[config.mk]
export PLATFORM = sky130hd
export DESIGN_NAME = ram_port_arbiter_flat
export DESIGN_NICKNAME = d
export VERILOG_FILES = /design/src/rtl/ram_arb_pkg.sv /design/src/rtl/ram_port_arbiter_if.sv /design/src/rtl/rr_arbiter.sv /design/src/rtl/ram_port_arbiter.sv /design/src/flat_wrapper.sv
export SDC_FILE = /design/constraint.sdc
export NUM_CORES = 1
export LEC_CHECK = 0
export ABC_CLOCK_PERIOD_IN_PS = 5500
export CAP_MARGIN = 20
export CORE_MARGIN = 2
export CORE_UTILIZATION = 40
export DETAILED_ROUTE_END_ITERATION = 12
export PLACE_DENSITY_LB_ADDON = 0.1
export SKIP_CTS_REPAIR_TIMING = 1
export SLEW_MARGIN = 25
export SYNTH_ARGS = -nofsm -noshare
export SYNTH_HDL_FRONTEND = slang
export SYNTH_SLANG_ARGS = --single-unit
[constraint.sdc]
create_clock -name clk -period 5.5 [get_ports clk]
set_input_delay 1.65 -clock clk [delete_from_list [all_inputs] [get_ports clk]]
set_output_delay 1.65 -clock clk [all_outputs]
set_load 0.02 [all_outputs]
[src/rtl/ram_arb_pkg.sv]
// ram_arb_pkg: shared FSM state type and default geometry for the RAM port arbiter.
package ram_arb_pkg;

    typedef enum logic {INIT, RUN} state_t;

    localparam int DEF_WIDTH = 8;
    localparam int DEF_DEPTH = 16;
    localparam int DEF_ADDR  = 4;
    localparam int DEF_NREQ  = 4;

endpackage

[src/rtl/ram_port_arbiter_if.sv]
// ram_port_arbiter_if: client request/grant bus plus the RAM pin bundle of the arbiter.
interface ram_port_arbiter_if
    import ram_arb_pkg::*;
#(
    parameter int WIDTH = DEF_WIDTH,
    parameter int ADDR  = DEF_ADDR,
    parameter int NREQ  = DEF_NREQ,
    parameter int IDW   = $clog2(NREQ)
);
    logic                  init_req;
    logic                  busy;
    logic [NREQ-1:0]       wr_req;
    logic [NREQ*ADDR-1:0]  wr_addr;
    logic [NREQ*WIDTH-1:0] wr_data;
    logic [NREQ-1:0]       wr_gnt;
    logic [NREQ-1:0]       rd_req;
    logic [NREQ*ADDR-1:0]  rd_addr;
    logic [NREQ-1:0]       rd_gnt;
    logic                  rd_valid;
    logic [IDW-1:0]        rd_id;
    logic [WIDTH-1:0]      rd_data;
    logic                  ram_we;
    logic [ADDR-1:0]       ram_wr_addr;
    logic [WIDTH-1:0]      ram_wr_data;
    logic                  ram_re;
    logic [ADDR-1:0]       ram_rd_addr;
    logic [WIDTH-1:0]      ram_d_out;

    modport slave (
        input  init_req, wr_req, wr_addr, wr_data, rd_req, rd_addr, ram_d_out,
        output busy, wr_gnt, rd_gnt, rd_valid, rd_id, rd_data,
               ram_we, ram_wr_addr, ram_wr_data, ram_re, ram_rd_addr
    );

    modport master (
        output init_req, wr_req, wr_addr, wr_data, rd_req, rd_addr, ram_d_out,
        input  busy, wr_gnt, rd_gnt, rd_valid, rd_id, rd_data,
               ram_we, ram_wr_addr, ram_wr_data, ram_re, ram_rd_addr
    );

endinterface

[src/rtl/rr_arbiter.sv]
// rr_arbiter: combinational round-robin pick; search starts at ptr and wraps.
module rr_arbiter #(
    parameter int N   = 4,
    parameter int IDW = $clog2(N)
) (
    input  logic [N-1:0]   req,
    input  logic [IDW-1:0] ptr,
    output logic [N-1:0]   gnt,
    output logic [IDW-1:0] gnt_idx,
    output logic           any
);
    logic [IDW-1:0] j;

    // Scan from the farthest offset down so the closest asserted request to ptr wins last.
    always_comb begin
        j = '0;
        gnt_idx = '0;
        for (int k = N - 1; k >= 0; k--) begin
            j = IDW'((int'(ptr) + k) % N);
            if (req[j]) gnt_idx = j;
        end
        any = |req;
        gnt = any ? N'(1) << gnt_idx : '0;
    end

endmodule

[src/rtl/ram_port_arbiter.sv]
// ram_port_arbiter: zero-fills a dual-port RAM, then round-robin shares its write
// and read ports between NREQ requesters, tagging read data with the requester id.
module ram_port_arbiter
    import ram_arb_pkg::*;
#(
    parameter int WIDTH = DEF_WIDTH,
    parameter int DEPTH = DEF_DEPTH,
    parameter int ADDR  = $clog2(DEPTH),
    parameter int NREQ  = DEF_NREQ,
    parameter int IDW   = $clog2(NREQ)
) (
    input logic               clk,
    input logic               rst_n,
    ram_port_arbiter_if.slave bus
);
    state_t          state, state_nx;
    logic [ADDR-1:0] clr_cnt;
    logic [IDW-1:0]  wr_ptr, rd_ptr, wr_idx, rd_idx;
    logic            wr_any, rd_any, en;

    // Grants exist only in RUN and are suppressed on the cycle init_req is seen.
    assign en = (state == RUN) && !bus.init_req;

    rr_arbiter #(.N(NREQ)) u_wr_arb (
        .req(bus.wr_req & {NREQ{en}}), .ptr(wr_ptr),
        .gnt(bus.wr_gnt), .gnt_idx(wr_idx), .any(wr_any)
    );

    rr_arbiter #(.N(NREQ)) u_rd_arb (
        .req(bus.rd_req & {NREQ{en}}), .ptr(rd_ptr),
        .gnt(bus.rd_gnt), .gnt_idx(rd_idx), .any(rd_any)
    );

    always_ff @(posedge clk or negedge rst_n) begin
        if (!rst_n) begin
            state        <= INIT;
            clr_cnt      <= '0;
            wr_ptr       <= '0;
            rd_ptr       <= '0;
            bus.rd_valid <= 1'b0;
            bus.rd_id    <= '0;
        end else begin
            state        <= state_nx;
            clr_cnt      <= (state == INIT) ? clr_cnt + 1'b1 : '0;
            wr_ptr       <= wr_any ? IDW'((int'(wr_idx) + 1) % NREQ) : wr_ptr;
            rd_ptr       <= rd_any ? IDW'((int'(rd_idx) + 1) % NREQ) : rd_ptr;
            bus.rd_valid <= rd_any;
            bus.rd_id    <= rd_any ? rd_idx : bus.rd_id;
        end
    end

    always_comb
        state_nx = (state == INIT) ? ((clr_cnt == ADDR'(DEPTH - 1)) ? RUN : INIT)
                                   : (bus.init_req ? INIT : RUN);

    always_comb begin
        bus.busy        = state == INIT;
        bus.ram_we      = (state == INIT) || wr_any;
        bus.ram_wr_addr = (state == INIT) ? clr_cnt : bus.wr_addr[wr_idx*ADDR +: ADDR];
        bus.ram_wr_data = (state == INIT) ? '0 : bus.wr_data[wr_idx*WIDTH +: WIDTH];
        bus.ram_re      = rd_any;
        bus.ram_rd_addr = bus.rd_addr[rd_idx*ADDR +: ADDR];
        bus.rd_data     = bus.ram_d_out;
    end

endmodule

[src/flat_wrapper.sv]
// flat-port wrapper written by rule: the top's interface ports become plain ports
module ram_port_arbiter_flat import ram_arb_pkg::*;
#(
    parameter int WIDTH = DEF_WIDTH,
    parameter int DEPTH = DEF_DEPTH,
    parameter int ADDR  = $clog2(DEPTH),
    parameter int NREQ  = DEF_NREQ,
    parameter int IDW   = $clog2(NREQ)
)
  (clk, rst_n, bus_init_req, bus_wr_req, bus_wr_addr, bus_wr_data, bus_rd_req, bus_rd_addr, bus_ram_d_out, bus_busy, bus_wr_gnt, bus_rd_gnt, bus_rd_valid, bus_rd_id, bus_rd_data, bus_ram_we, bus_ram_wr_addr, bus_ram_wr_data, bus_ram_re, bus_ram_rd_addr);
  ram_port_arbiter_if #(.WIDTH(WIDTH), .ADDR(ADDR), .NREQ(NREQ), .IDW(IDW)) bus_i ();
  input logic clk;
  input logic rst_n;
  input wire logic [$bits(bus_i.init_req)-1:0] bus_init_req;
  input wire logic [$bits(bus_i.wr_req)-1:0] bus_wr_req;
  input wire logic [$bits(bus_i.wr_addr)-1:0] bus_wr_addr;
  input wire logic [$bits(bus_i.wr_data)-1:0] bus_wr_data;
  input wire logic [$bits(bus_i.rd_req)-1:0] bus_rd_req;
  input wire logic [$bits(bus_i.rd_addr)-1:0] bus_rd_addr;
  input wire logic [$bits(bus_i.ram_d_out)-1:0] bus_ram_d_out;
  output wire logic [$bits(bus_i.busy)-1:0] bus_busy;
  output wire logic [$bits(bus_i.wr_gnt)-1:0] bus_wr_gnt;
  output wire logic [$bits(bus_i.rd_gnt)-1:0] bus_rd_gnt;
  output wire logic [$bits(bus_i.rd_valid)-1:0] bus_rd_valid;
  output wire logic [$bits(bus_i.rd_id)-1:0] bus_rd_id;
  output wire logic [$bits(bus_i.rd_data)-1:0] bus_rd_data;
  output wire logic [$bits(bus_i.ram_we)-1:0] bus_ram_we;
  output wire logic [$bits(bus_i.ram_wr_addr)-1:0] bus_ram_wr_addr;
  output wire logic [$bits(bus_i.ram_wr_data)-1:0] bus_ram_wr_data;
  output wire logic [$bits(bus_i.ram_re)-1:0] bus_ram_re;
  output wire logic [$bits(bus_i.ram_rd_addr)-1:0] bus_ram_rd_addr;
  assign bus_i.init_req = bus_init_req;
  assign bus_i.wr_req = bus_wr_req;
  assign bus_i.wr_addr = bus_wr_addr;
  assign bus_i.wr_data = bus_wr_data;
  assign bus_i.rd_req = bus_rd_req;
  assign bus_i.rd_addr = bus_rd_addr;
  assign bus_i.ram_d_out = bus_ram_d_out;
  assign bus_busy = bus_i.busy;
  assign bus_wr_gnt = bus_i.wr_gnt;
  assign bus_rd_gnt = bus_i.rd_gnt;
  assign bus_rd_valid = bus_i.rd_valid;
  assign bus_rd_id = bus_i.rd_id;
  assign bus_rd_data = bus_i.rd_data;
  assign bus_ram_we = bus_i.ram_we;
  assign bus_ram_wr_addr = bus_i.ram_wr_addr;
  assign bus_ram_wr_data = bus_i.ram_wr_data;
  assign bus_ram_re = bus_i.ram_re;
  assign bus_ram_rd_addr = bus_i.ram_rd_addr;
  ram_port_arbiter #(.WIDTH(WIDTH), .DEPTH(DEPTH), .ADDR(ADDR), .NREQ(NREQ), .IDW(IDW)) u_core (.clk(clk), .rst_n(rst_n), .bus(bus_i));
endmodule
==> flow_metrics.env, run 1 <==
export IMPL_outcome="finished clean"
export IMPL_ir_worst_vdd_mv=0.2041
export IMPL_ctsRootBufferMaster="clkbuf_8"
export IMPL_worstSetupEndpointType="primary output"
export IMPL_design_power_total_w=0.0008574
export IMPL_drive_gt1_share_pct=19.81
export IMPL_max_cap_violations=0
export IMPL_hpwlAfterDp_um=4607
export IMPL_crit_buf_inv=3
export IMPL_start_util_pct=42.01
export IMPL_grt_first_pass_wirelength_um=9149
export IMPL_synth_edff_count=0
export IMPL_num_antenna_cells=0
export IMPL_synth_fp_nets=294
export IMPL_p_leak_nw=1.506
export IMPL_finalHoldViolCount=0
export IMPL_synth_ff_type="dfrtp_1"
export IMPL_wire_per_inst_um=15.37
export IMPL_rows=24
export IMPL_numPortBuffers=104
export IMPL_fin_skew_ns=0.004850
export IMPL_totalWireLength_um=5687
export IMPL_final_period_utilization_pct=98.18
export IMPL_nets=407
export IMPL_cp_top_family="buffers and inverters"
export IMPL_slowest_stage="clkdlybuf4s50_1"
export IMPL_drc_errors=0
export IMPL_worst_path_most_repeated_cell="clkdlybuf4s50_1"
export IMPL_antenna_found_initial=0
export IMPL_grtUsageTotal_pct=22.04
export IMPL_overflow=0
export IMPL_syn_avg_cell_area_um2=8.941
export IMPL_clkLatencyLatePin_ns=0.24
export IMPL_max_freq_mhz=185.2
export IMPL_yosysSeqAreaShare_pct=16.30
export IMPL_gp_congestion=0.8626
export IMPL_io_pins=121
export IMPL_reg2reg_slack_ns=3.30
export IMPL_synth_seq_cells=12
export IMPL_cts_num_sinks=12
export IMPL_htreeDepth=1
export IMPL_final_setup_viol_count=0
export IMPL_max_slew_margin_rel_pct=65.33
export IMPL_ys_types=60
export IMPL_min_period_ns=5.400
export IMPL_syn_area_mm2=0.001842
export IMPL_final_common_cell="clkdlybuf4s50_1"
export IMPL_path_clk_slew_ns=0.05
export IMPL_die_h_um=71.86
export IMPL_ant_nets=0
export IMPL_worstHoldPathType="flip-flop to flip-flop"
export IMPL_pre_cts_ws_ns=-0.07090
export IMPL_crit_chain="clkdlybuf4s50_1 -> mux2i_1 -> nand4_1 -> nand4_4 -> nor2_8 -> buf_4 -> nor2_1 -> clkdlybuf4s50_1"
export IMPL_p_per_area_mw_per_mm2=276.0
export IMPL_path_max_fanout=6
export IMPL_worstMarginPinSlew_ns=0.5184
export IMPL_crit_path_max_incr_delay_ns=0.61
export IMPL_ys_warn_count=0
export IMPL_die_area_mm2=0.005163
export IMPL_vias=1997
export IMPL_cts_buffers=3
export IMPL_seqCellArea_um2=300.3
export IMPL_fillers=355
export IMPL_layout_setup_ws_ns=0.1001
export IMPL_hold_ws_ns=0.4701
export IMPL_mostFrequentLayoutCells="clkdlybuf4s50_1 (82), mux2i_1 (33), dlymetal6s2s_1 (22), buf_4 (22), nand2_1 (16)"
export IMPL_die_w_um=71.86
export IMPL_worstSetupStartpointType="input port"
export IMPL_async_flop_share_pct=100.0
export IMPL_grt_max_degree=21
export IMPL_core_region_area_mm2=0.004384
export IMPL_firstDrtPassIters=4
export IMPL_cp_required_ns=3.85
export IMPL_drt_iter0_markers=159
export IMPL_areaGrowthSynthToFinish_pct=68.68
export IMPL_arrival_ns=3.75
export IMPL_cts_tree="built"
export IMPL_netlist_instances=206
export IMPL_cts_buffer_depth=2
export IMPL_drv_slew=0
export IMPL_worstSetupPathType="input port to primary output"
export IMPL_multi_input_area_mm2=0.001334
export IMPL_grt_pass1_vias=2010
export IMPL_post_drt_via_cell_ratio=5.397
[power by group]
group          switching, W  total (W)  internal (W)
Clock             0.0000331  0.0000964     0.0000633
Combinational      0.000273   0.000563      0.000290
Sequential        0.0000689   0.000198      0.000129
[kinds of logic (layout without fill, tap and decap cells)]
logic type	count (synthesis)	count (layout)	synth area share [%]
xor+xnor	2	2	0.9513
fa+ha+maj	5	5	3.397
buf+inv	33	145	11.55
compound gates	47	47	24.80
mux	35	35	19.16
simple gates	72	72	23.85
flops	12	12	16.30
[cells in the mapped netlist (4+ instances only)]
| cell type | number | area share, % |
|---|---|---|
| ha_1 | 5 | 3.4 |
| dfrtp_1 | 12 | 16 |
| nand2b_1 | 4 | 1.4 |
| mux2i_1 | 33 | 18 |
| and2_1 | 8 | 2.7 |
| buf_4 | 10 | 4.1 |
| o21ai_0 | 4 | 1.1 |
| nand3_1 | 4 | 1.1 |
| nor4_1 | 4 | 1.4 |
| nor2_1 | 13 | 2.6 |
| nand2_1 | 16 | 3.3 |
| o22ai_2 | 9 | 6.1 |
| inv_1 | 11 | 2.2 |
| o221ai_1 | 5 | 2.4 |
[layout make-up]
| type | count | share of cell area [%] |
|---|---|---|
| Sequential cell | 12 | 9.666 |
| Tap cell | 52 | 2.094 |
| Timing Repair Buffer | 128 | 41.88 |
| Inverter | 13 | 1.651 |
| Multi-Input combinational cell | 161 | 42.93 |
| Clock buffer | 4 | 1.772 |
[registers in the layout, indices dropped and copies added, names as in the netlist]
signal / cells
u_core.wr_ptr: 2
u_core.clr_cnt: 4
u_core.bus.rd_id: 2
u_core.rd_ptr: 2
u_core.state: 1
u_core.bus.rd_valid: 1
[through the flow]
step / area, µm² / instances / TNS, ns / util (%)
2_1_floorplan: 1842 / 206 / 0 / -
3_3_place_gp: 2992 / 366 / -0.1991 / 68.24
3_5_place_dp: 2992 / 366 / -0.2750 / 68.24
4_1_cts: 3047 / 370 / -0.3491 / 69.49
5_1_grt: 3107 / 370 / -0.0008669 / 70.86
6_report: 3107 / 370 / 0 / 70.86
[worst register-to-register path: stages, from the launching register on]
cell and delay [ns]:
dfrtp_1 0.63, inv_1 0.24, a221o_1 0.45, and3_4 0.23
ha_1 0.28, mux2_2 0.26
[path summary, 6_finish.rpt]
path / depth (start not counted) / from / to
min in group asynchronous: 1 / rst_n / u_core.clr_cnt[1]
max in group asynchronous: 1 / rst_n / u_core.wr_ptr[0]
setup / recovery: 8 / bus_rd_req[0] / bus_rd_gnt[3]
setup reg to reg: 5 / u_core.wr_ptr[0] / u_core.wr_ptr[1]
hold reg to reg: 2 / u_core.bus.rd_id[1] / u_core.bus.rd_id[1]
hold / removal: 2 / u_core.bus.rd_id[1] / u_core.bus.rd_id[1]
[routing by layer]
layer | vias up | share of wire [%] | global-route usage (%)
li1 | 979 | - | -
met1 | 916 | 41 | 26.86
met2 | 96 | 48 | 38.48
met3 | 6 | 11 | 5.907
met4 | 0 | 1.1 | 5.451
met5 | - | 0 | 0
Note: power is estimated with default switching activity, not from simulation.
==> run 2: changes to the inputs <==
--- a/config.mk
+++ b/config.mk
@@ -7,6 +7,7 @@
 export LEC_CHECK = 0
 export ABC_CLOCK_PERIOD_IN_PS = 5500
 export CAP_MARGIN = 20
+export CORE_ASPECT_RATIO = 1.75
 export CORE_MARGIN = 2
 export CORE_UTILIZATION = 40
 export DETAILED_ROUTE_END_ITERATION = 12
==> run 2 against run 1 <==
  * Sequential power down 3%
  * Non-clock buffer count grew 1
  * Register-to-register slack better by 0.04 ns
  * Count of clock-buffer cells in the layout is 1 lower
  * Sequential cell count did not move
  * Global-route usage fell by 0.28 points
  * Combinational power rose by 2%
  * First-iteration DRC count shrank 67%
  * Maximum frequency increased by 2.6%
  * Worst hold slack better by 0.016 ns
  * Core utilization is 0.095 points lower
==> flow_metrics.env, run 2 (same netlist as run 1, synthesis figures left out) <==
export IMPL_crit_chain="clkdlybuf4s50_1 -> nor2b_1 -> a221o_1 -> and3_4 -> inv_4 -> ha_1 -> and2_1 -> dlymetal6s2s_1"
export IMPL_grtUsageTotal_pct=21.76
export IMPL_worstHoldPathType="flip-flop to flip-flop"
export IMPL_vias=1996
export IMPL_antenna_found_initial=0
export IMPL_mostFrequentLayoutCells="clkdlybuf4s50_1 (80), mux2i_1 (31), dlymetal6s2s_1 (24)"
export IMPL_worstSetupPathType="input port to primary output"
export IMPL_crit_path_start="bus_wr_req[2]"
export IMPL_crit_cells=8
export IMPL_outcome="finished clean"
export IMPL_wire_per_inst_um=15.10
export IMPL_arrival_ns=3.61
export IMPL_gp_congestion=0.8813
export IMPL_path_max_fanout=11
export IMPL_crit_buf_inv=3
export IMPL_ctsRootBufferMaster="clkbuf_8"
export IMPL_cp_top_family="buffers and inverters"
export IMPL_numPortBuffers=104
export IMPL_min_period_ns=5.263
export IMPL_worstSetupStartpointType="input port"
export IMPL_cp_required_ns=3.85
export IMPL_crit_path_max_incr_delay_ns=0.51
export IMPL_path_clk_slew_ns=0.05
export IMPL_max_slew_margin_rel_pct=62.63
export IMPL_slowest_stage="clkdlybuf4s50_1"
export IMPL_finalSetupTns_ns=0
export IMPL_num_antenna_cells=0
export IMPL_final_setup_viol_count=0
export IMPL_cts_buffer_depth=2
export IMPL_firstDrtPassIters=5
export IMPL_die_h_um=93.77
export IMPL_regMostFlops="u_core.clr_cnt"
export IMPL_hold_start="u_core.bus.rd_id[0]"
export IMPL_htreeDepth=1
export IMPL_ir_worst_vdd_mv=0.2422
export IMPL_p_per_area_mw_per_mm2=271.6
export IMPL_largest_reg_flops=4
export IMPL_grt_pass1_vias=2046
export IMPL_fin_skew_ns=0.001559
export IMPL_place_area_mm2=0.002998
export IMPL_cts_tree="built"
export IMPL_final_area_mm2=0.003117
export IMPL_grt_first_pass_wirelength_um=9163
export IMPL_grt_max_degree=15
export IMPL_drc_errors=0
export IMPL_io_pins=121
export IMPL_worstMarginPinSlew_ns=0.5587
export IMPL_cts_num_sinks=12
export IMPL_areaGrowthSynthToFinish_pct=69.23
export IMPL_die_area_mm2=0.005185
export IMPL_r2r_start="u_core.wr_ptr[0]"
export IMPL_hpwlAfterDp_um=4621
export IMPL_final_common_cell="clkdlybuf4s50_1"
export IMPL_nets=408
export IMPL_ant_nets=0
export IMPL_max_freq_mhz=190.0
export IMPL_drt_iter0_markers=52
export IMPL_overflow=0
export IMPL_max_cap_violations=0
export IMPL_rsz0062_at_grt="no"
export IMPL_cts_buffers=3
export IMPL_final_period_utilization_pct=95.69
export IMPL_core_region_area_mm2=0.004404
export IMPL_drive_gt1_share_pct=20.13
export IMPL_hold_depth=2
export IMPL_finalHoldViolCount=0
export IMPL_hold_end="u_core.bus.rd_id[0]"
export IMPL_p_leak_nw=1.547
export IMPL_start_util_pct=41.82
export IMPL_totalWireLength_um=5572
export IMPL_reg2reg_depth=5
export IMPL_post_drt_via_cell_ratio=5.409
export IMPL_reg2reg_slack_ns=3.34
export IMPL_drv_slew=0
export IMPL_rr_endpoint="u_core.wr_ptr[1]"
export IMPL_die_w_um=55.30
export IMPL_worstSetupEndpointType="primary output"
export IMPL_rows=32
export IMPL_clkLatencyLatePin_ns=0.24
## run 2: cell count changes in the layout (fill, tap and decap cells not counted), sizes merged
cell	delta
clkdlybuf4s50	-2
dlymetal6s2s	+2
buf	+1
clkbuf	-1
## run 2: how the worst max path moves through the flow
| stage | endpoint | slack, ns |
|---|---|---|
| after global routing | bus_ram_wr_addr[0] | 0.12 |
| final | bus_wr_gnt[1] | 0.24 |
| after global placement | bus_wr_gnt[1] | -0.10 |
| after floorplan | bus_rd_gnt[0] | 0.87 |
| after detailed placement | bus_wr_gnt[1] | -0.14 |
| after CTS | bus_wr_gnt[1] | -0.15 |
## run 2: through the flow
stage | setup slack [ns] | total power [W] | hold slack, ns | utilization, % | instances
detailed placement | -0.1400 | 0.0007755 | 0.4689 | 68.07 | 366
global route | 0.1173 | 0.0009143 | 0.5203 | 70.77 | 369
finish | 0.2373 | 0.0008464 | 0.4859 | 70.77 | 369
floorplan | 0.8680 | 0.0005462 | 0.4503 | - | 206
CTS | -0.1470 | 0.0008589 | 0.4891 | 69.01 | 369
global placement | -0.1012 | 0.0007685 | 0.4638 | 68.07 | 366
## run 2: cell type report
type | instances | area [µm²]
Tap cell | 51 | 63.81
Fill cell | 359 | 1287
Inverter | 13 | 51.30
Sequential cell | 12 | 300.3
Multi-Input combinational cell | 161 | 1346
Timing Repair Buffer | 129 | 1314
Clock buffer | 3 | 41.29
## run 2: worst reg2reg max path, delay by kind of cell, from the launching register on
kind	cells	cell delay [ns]
muxes	1	0.27
DFF	1	0.59
adders and majority gates	1	0.28
buffers and inverters	1	0.22
AOI/OAI and AO/OA	1	0.46
and+or+nand+nor	1	0.23
## run 2: per-layer routing
| layer | part of all wire (%) | vias to the layer above | global-route usage, % |
|---|---|---|---|
| li1 | - | 977 | - |
| met1 | 36 | 897 | 22.37 |
| met2 | 54 | 109 | 41.96 |
| met3 | 7.6 | 13 | 4.270 |
| met4 | 2.4 | 0 | 8.740 |
| met5 | 0 | - | 0 |
## run 2: report_power, final
| group | internal [W] | leakage (nW) | switching [W] | total [W] |
|---|---|---|---|---|
| combinational | 0.000297 | 1.38 | 0.000277 | 0.000574 |
| sequential | 0.000130 | 0.149 | 0.0000639 | 0.000193 |
| clock | 0.0000481 | 0.0216 | 0.0000304 | 0.0000785 |
